==> src/rtl/spi_slave_if_if.sv <==
// Bus bundle between the SPI pins, the SPI slave front end and the single-port RAM.
// rx_valid and tx_valid are one-cycle strobes with no backpressure: the consumer must take the value in that cycle.
interface spi_slave_if_if #(
  parameter int RX_W = 10,
  parameter int TX_W = 8
);
  logic            SS_n;
  logic            MOSI;
  logic            MISO;
  logic [RX_W-1:0] rx_data;
  logic            rx_valid;
  logic [TX_W-1:0] tx_data;
  logic            tx_valid;

  modport slave (
    input  SS_n, MOSI, tx_data, tx_valid,
    output MISO, rx_data, rx_valid
  );

  modport master (
    output SS_n, MOSI, tx_data, tx_valid,
    input  MISO, rx_data, rx_valid
  );
endinterface

==> src/rtl/spi_slave_if.sv <==
// SPI slave front end: deserialises 10-bit {cmd,data} frames for the RAM and serialises the RAM read byte onto MISO.
// Debug ports expose the FSM state (IDLE=0, CHK_CMD=1, WRITE=2, READ_ADD=3, READ_DATA=4) and the read-address flag.
module spi_slave_if (
  input  logic          clk,
  input  logic          rst_n,
  spi_slave_if_if.slave bus,
  output logic [2:0]    dbg_state,
  output logic          dbg_rd_addr_seen
);

  typedef enum logic [2:0] {
    IDLE      = 3'd0,
    CHK_CMD   = 3'd1,
    WRITE     = 3'd2,
    READ_ADD  = 3'd3,
    READ_DATA = 3'd4
  } state_t;

  state_t      state;
  state_t      state_next;
  logic [3:0]  bit_cnt;
  logic [8:0]  rx_sh;
  logic [6:0]  tx_sh;
  logic [3:0]  miso_cnt;
  logic        rd_addr_seen;
  logic        sample;
  logic        last_bit;
  logic        tx_load;
  logic        tx_shift;

  assign dbg_state        = state;
  assign dbg_rd_addr_seen = rd_addr_seen;

  always_comb begin
    state_next = state;
    sample     = 1'b0;
    last_bit   = 1'b0;
    tx_load    = 1'b0;
    tx_shift   = 1'b0;
    case (state)
      IDLE: begin
        if (!bus.SS_n) state_next = CHK_CMD;
      end
      CHK_CMD: begin
        if (bus.SS_n)      state_next = IDLE;
        else if (!bus.MOSI) state_next = WRITE;
        else if (rd_addr_seen) state_next = READ_DATA;
        else                state_next = READ_ADD;
      end
      WRITE, READ_ADD, READ_DATA: begin
        if (bus.SS_n) state_next = IDLE;
      end
      default: state_next = IDLE;
    endcase
    if (state != IDLE && !bus.SS_n) begin
      sample   = (bit_cnt < 4'd10);
      last_bit = (bit_cnt == 4'd9);
      // The RAM byte is only accepted once the read-data word has been handed over and before any byte was taken.
      tx_load  = (state == READ_DATA) && (bit_cnt == 4'd10) && (miso_cnt == 4'd0) && bus.tx_valid;
      tx_shift = (miso_cnt != 4'd0) && (miso_cnt < 4'd8);
    end
  end

  always_ff @(posedge clk or negedge rst_n) begin
    if (!rst_n) state <= IDLE;
    else        state <= state_next;
  end

  always_ff @(posedge clk or negedge rst_n) begin
    if (!rst_n) begin
      bit_cnt      <= 4'd0;
      rx_sh        <= 9'd0;
      tx_sh        <= 7'd0;
      miso_cnt     <= 4'd0;
      rd_addr_seen <= 1'b0;
      bus.MISO     <= 1'b0;
      bus.rx_data  <= 10'd0;
      bus.rx_valid <= 1'b0;
    end else begin
      bus.rx_valid <= 1'b0;
      if (state == IDLE || bus.SS_n) begin
        bit_cnt  <= 4'd0;
        miso_cnt <= 4'd0;
        tx_sh    <= 7'd0;
        bus.MISO <= 1'b0;
      end else begin
        if (sample) begin
          rx_sh   <= {rx_sh[7:0], bus.MOSI};
          bit_cnt <= bit_cnt + 4'd1;
        end
        if (last_bit) begin
          bus.rx_data  <= {rx_sh, bus.MOSI};
          bus.rx_valid <= 1'b1;
          if (state == READ_ADD)  rd_addr_seen <= 1'b1;
          if (state == READ_DATA) rd_addr_seen <= 1'b0;
        end
        // MISO carries tx_data[7] from the load edge; the remaining seven bits come out of tx_sh MSB first.
        if (tx_load) begin
          tx_sh    <= bus.tx_data[6:0];
          bus.MISO <= bus.tx_data[7];
          miso_cnt <= 4'd1;
        end else if (tx_shift) begin
          tx_sh    <= {tx_sh[5:0], 1'b0};
          bus.MISO <= tx_sh[6];
          miso_cnt <= miso_cnt + 4'd1;
        end else begin
          bus.MISO <= 1'b0;
        end
      end
    end
  end

endmodule

==> src/flat_wrapper.sv <==
// flat-port wrapper written by rule: the top's interface ports become plain ports
module spi_slave_if_flat 
  (clk, rst_n, dbg_state, dbg_rd_addr_seen, bus_SS_n, bus_MOSI, bus_tx_data, bus_tx_valid, bus_MISO, bus_rx_data, bus_rx_valid);
  spi_slave_if_if bus_i ();
  input  logic clk;
  input  logic rst_n;
  output logic [2:0] dbg_state;
  output logic dbg_rd_addr_seen;
  input wire logic [$bits(bus_i.SS_n)-1:0] bus_SS_n;
  input wire logic [$bits(bus_i.MOSI)-1:0] bus_MOSI;
  input wire logic [$bits(bus_i.tx_data)-1:0] bus_tx_data;
  input wire logic [$bits(bus_i.tx_valid)-1:0] bus_tx_valid;
  output wire logic [$bits(bus_i.MISO)-1:0] bus_MISO;
  output wire logic [$bits(bus_i.rx_data)-1:0] bus_rx_data;
  output wire logic [$bits(bus_i.rx_valid)-1:0] bus_rx_valid;
  assign bus_i.SS_n = bus_SS_n;
  assign bus_i.MOSI = bus_MOSI;
  assign bus_i.tx_data = bus_tx_data;
  assign bus_i.tx_valid = bus_tx_valid;
  assign bus_MISO = bus_i.MISO;
  assign bus_rx_data = bus_i.rx_data;
  assign bus_rx_valid = bus_i.rx_valid;
  spi_slave_if u_core (.clk(clk), .rst_n(rst_n), .bus(bus_i), .dbg_state(dbg_state), .dbg_rd_addr_seen(dbg_rd_addr_seen));
endmodule
==> config.mk <==
export PLATFORM = sky130hd
export DESIGN_NAME = spi_slave_if_flat
export DESIGN_NICKNAME = d
export VERILOG_FILES = /design/src/rtl/spi_slave_if_if.sv /design/src/rtl/spi_slave_if.sv /design/src/flat_wrapper.sv
export SDC_FILE = /design/constraint.sdc
export NUM_CORES = 1
export LEC_CHECK = 0
export CAP_MARGIN = 25
export CORE_AREA = 2 2 72 74
export DETAILED_ROUTE_END_ITERATION = 12
export DIE_AREA = 0 0 74 76
export HOLD_SLACK_MARGIN = 0.05
export PLACE_DENSITY_LB_ADDON = 0.1
export SLEW_MARGIN = 20
export SYNTH_ARGS = -nofsm -noshare
export SYNTH_HDL_FRONTEND = slang
export SYNTH_SLANG_ARGS = --single-unit
==> constraint.sdc <==
create_clock -name clk -period 1.9 [get_ports clk]
set_input_delay 0.475 -clock clk [delete_from_list [all_inputs] [get_ports clk]]
set_output_delay 0.475 -clock clk [all_outputs]
set_load 0.03 [all_outputs]
==> results.yml <==
detailed_routing:
  first_pass_iters: 4
  drcViolationCount: 0
  vias_per_cell: 4.76
  drtIter0Drc: 53
  routedWlPerCell_microns: 13.5
  vias: 1208
  drtAntennaViolNets: 0
  wl_microns: 3420
critical_path:
  critPathRequiredTime_ps: 1420
  startpoint_type: "flop"
  cpMaxStageDelayCell: "clkdlybuf4s50_1"
  reg2reg_depth: 7
  end_kind: "output port"
  crit_fanout: 3
  crit_chain: "clkdlybuf4s50_1"
  crit_family: "buffers and inverters"
  max_stage_delay_ps: 680
  criticalPathCategory: "flop to output port"
  path_depth: 1
  critPathArrivalTime_ps: 1360
  path_buf_inv: 1
clocking:
  insertion_delay_ps: 290
  h-tree-depth: 2
  cts_max_path_buffers: 2
  clockRootBuffer: "clkbuf_8"
  cts_buffers: 5
  clk_pin_slew_worst_paths_ps: 70
  holdBufCountCts: 0
  cts_tree: "yes"
  cts.sinks: 40
global_route:
  grt_use_total_pct: 14.1
  first_global_vias: 1313
  grt_pass1_wl_microns: 6120
  grt_max_degree: 41
  overflow: 0
  antenna_found_initial: 0
sta:
  rsz0062_at_grt: "false"
  fin_crit_ps: 1840
  slew_viol_final: 0
  skew_ps: 4.69
  setup_viol: 0
  worstMarginPinSlew_ps: 502
  slew_headroom_pct: 66.5
  timing_hold_violations_final: 0
  fin_crit_sh_pct: 96.7
  fmax_mhz: 544
cells_and_area:
  nNetsFinal: 202
  final_util_pct: 48.0
  multi_input_area_sq_um: 774
  drive_gt1_share_pct: 20.7
  n_fill_cell: 438
  stdcell_area_sq_um: 2360
  seqCellArea_sq_um: 1000
  area_delta_synth_final_pct: 27.4
  antenna_cells: 0
pwr:
  ir_worst_vdd_uv: 463
  power.density_nw_per_um2: 852
  leakagePower_uw: 0.00111
synth:
  ys_async_sr_fraction_pct: 100
  ys.flop_type: "dfrtp_1"
  synthCells: 145
  synth_edf_count: 0
  syn_avg_cell_area_sq_um: 12.8
  synth_warnings: 0
  synth.largest_area_cell: "dfrtp_1"
  synth_cell_types: 38
  synthMuxAreaShare_pct: 16.6
  synthTopCellsByArea: "dfrtp_1, mux2_4, mux2_1, ha_1, mux2i_1"
  synthAdderAreaFrac_pct: 3.38
  yosysSeqAreaShare_pct: 54.1
  synth_compound_area_share_pct: 10.8
  synth_nets: 163
  synth_top_family_by_area: "multiplexers"
  netlist.area_leader.share_pct: 54.1
  synthSimpleGateAreaFrac_pct: 10.1
  yosys.area_share.xor_xnor_pct: 0.947
  syn_area_sq_um: 1850
  ys_ff_latch: 40
floorplanning:
  die-area_sq_um: 5620
  die_h_microns: 76
  initial_utilization_pct: 37.7
  die_w_microns: 74
  pin_count: 29
  rows: 26
  core_sq_um: 4910
placement:
  placed_area_sq_um: 2260
  finalWeightedCongestion: 0.752
  dp.final_hpwl_microns: 2340
  portBuffers: 28
hold_path:
  hold_path.class: "input port to asynchronous set/reset pin"
status:
  status: "finished, final reports clean"
job:
  max_cap_viol_count: 0
-- registers in the layout, summed over array words and instances (netlist names) --
register	flops
u_core.miso_cnt	4
u_core.bit_cnt	4
u_core.rx_sh	9
u_core.tx_sh	7
u_core.bus.MISO	1
u_core.bus.rx_data	10
u_core.dbg_state	3
u_core.bus.rx_valid	1
u_core.dbg_rd_addr_seen	1
-- layout make-up --
type	count	share of cell area [%]
tap	70	3.72
multi-input combinational	92	32.9
inverter	8	1.27
sequential	40	42.5
timing repair buffer	37	15.6
clock buffer	7	4.09
-- power breakdown --
| group | switching, uW | internal (uW) |
|---|---|---|
| Combinational | 133 | 219 |
| Clock | 278 | 323 |
| Sequential | 97.4 | 959 |
| Total | 508 | 1500 |
-- worst paths after layout --
path,slack (ps),from,to
max in group asynchronous,1320,rst_n,u_core.bus.rx_valid$_DFF_PN0_
min in group clk,480,u_core.bus.rx_data[6]$_DFFE_PN0P_,u_core.bus.rx_data[6]$_DFFE_PN0P_
worst max-delay path,60,u_core.dbg_state[1]$_DFFE_PN0P_,dbg_state[1]
worst min register to register,480,u_core.bus.rx_data[6]$_DFFE_PN0P_,u_core.bus.rx_data[6]$_DFFE_PN0P_
worst min-delay path,230,rst_n,u_core.tx_sh[1]$_DFFE_PN0P_
worst max register to register,250,u_core.miso_cnt[1]$_DFFE_PN0P_,u_core.tx_sh[2]$_DFFE_PN0P_
-- through the flow --
stage | setup TNS [ps] | setup WS (ps) | power (uW) | hold WS (ps) | instances
2_1_floorplan | 0 | 261 | 1310 | 179 | 145
3_3_place_gp | -108 | -19.1 | 1420 | 473 | 247
3_5_place_dp | -36.3 | -8.37 | 1430 | 474 | 247
4_1_cts | 0 | 26.0 | 2040 | 247 | 254
5_1_grt | 0 | 25.8 | 2120 | 275 | 254
6_report | 0 | 62.3 | 2010 | 226 | 254
-- synthesized netlist by cell type (2+ instances only) --
master	number
a31oi_1	3
nand2_1	6
ha_1	5
dfrtp_1	40
mux2_4	9
inv_1	8
a211oi_1	2
o21ai_0	8
mux2_1	7
nor3_1	2
nor2_1	8
nand3_1	2
mux2i_1	6
a21oi_1	9
mux2_2	3
xnor2_1	2
and4bb_1	2
buf_6	3
-- cells by family (layout without fill, tap and decap cells) --
logic type / after synthesis / count (layout)
flip-flops: 40 / 40
AO/OA/AOI/OAI: 30 / 30
AND/OR/NAND/NOR: 30 / 30
multiplexers: 25 / 25
buffers and inverters: 13 / 52
adder cells (fa/ha/maj): 5 / 5
XOR/XNOR: 2 / 2
-- per-layer routing --
metal	vias to the layer above	GRT usage (%)	share of wire, %
li1	583	-	-
met1	593	18.1	46
met2	25	21.3	48
met3	7	3.70	4.4
met4	0	7.64	2.5
met5	-	0	0
-- cells in the final DEF (no fill, tap or decap), drive strengths merged, types with 2 or more instances in the layout --
master and count:
buf 10, dfrtp 40, nand3 2, a211oi 2, clkbuf 7, dlygate4sd2 2, ha 5, mux2 19
inv 8, a31oi 3, clkdlybuf4s50 24, xnor2 2, nor2 10, o2bb2a 2, o21ai 9, and4bb 2
nor3 4, nand2 6, a21oi 9, mux2i 6
-- timing repair --
action,CTS,global route
resized for setup,2,1
hold endpoints to repair,0,0
setup endpoints to repair,2,1
setup buffers,0,0
Note: power is estimated with default switching activity, not from simulation.
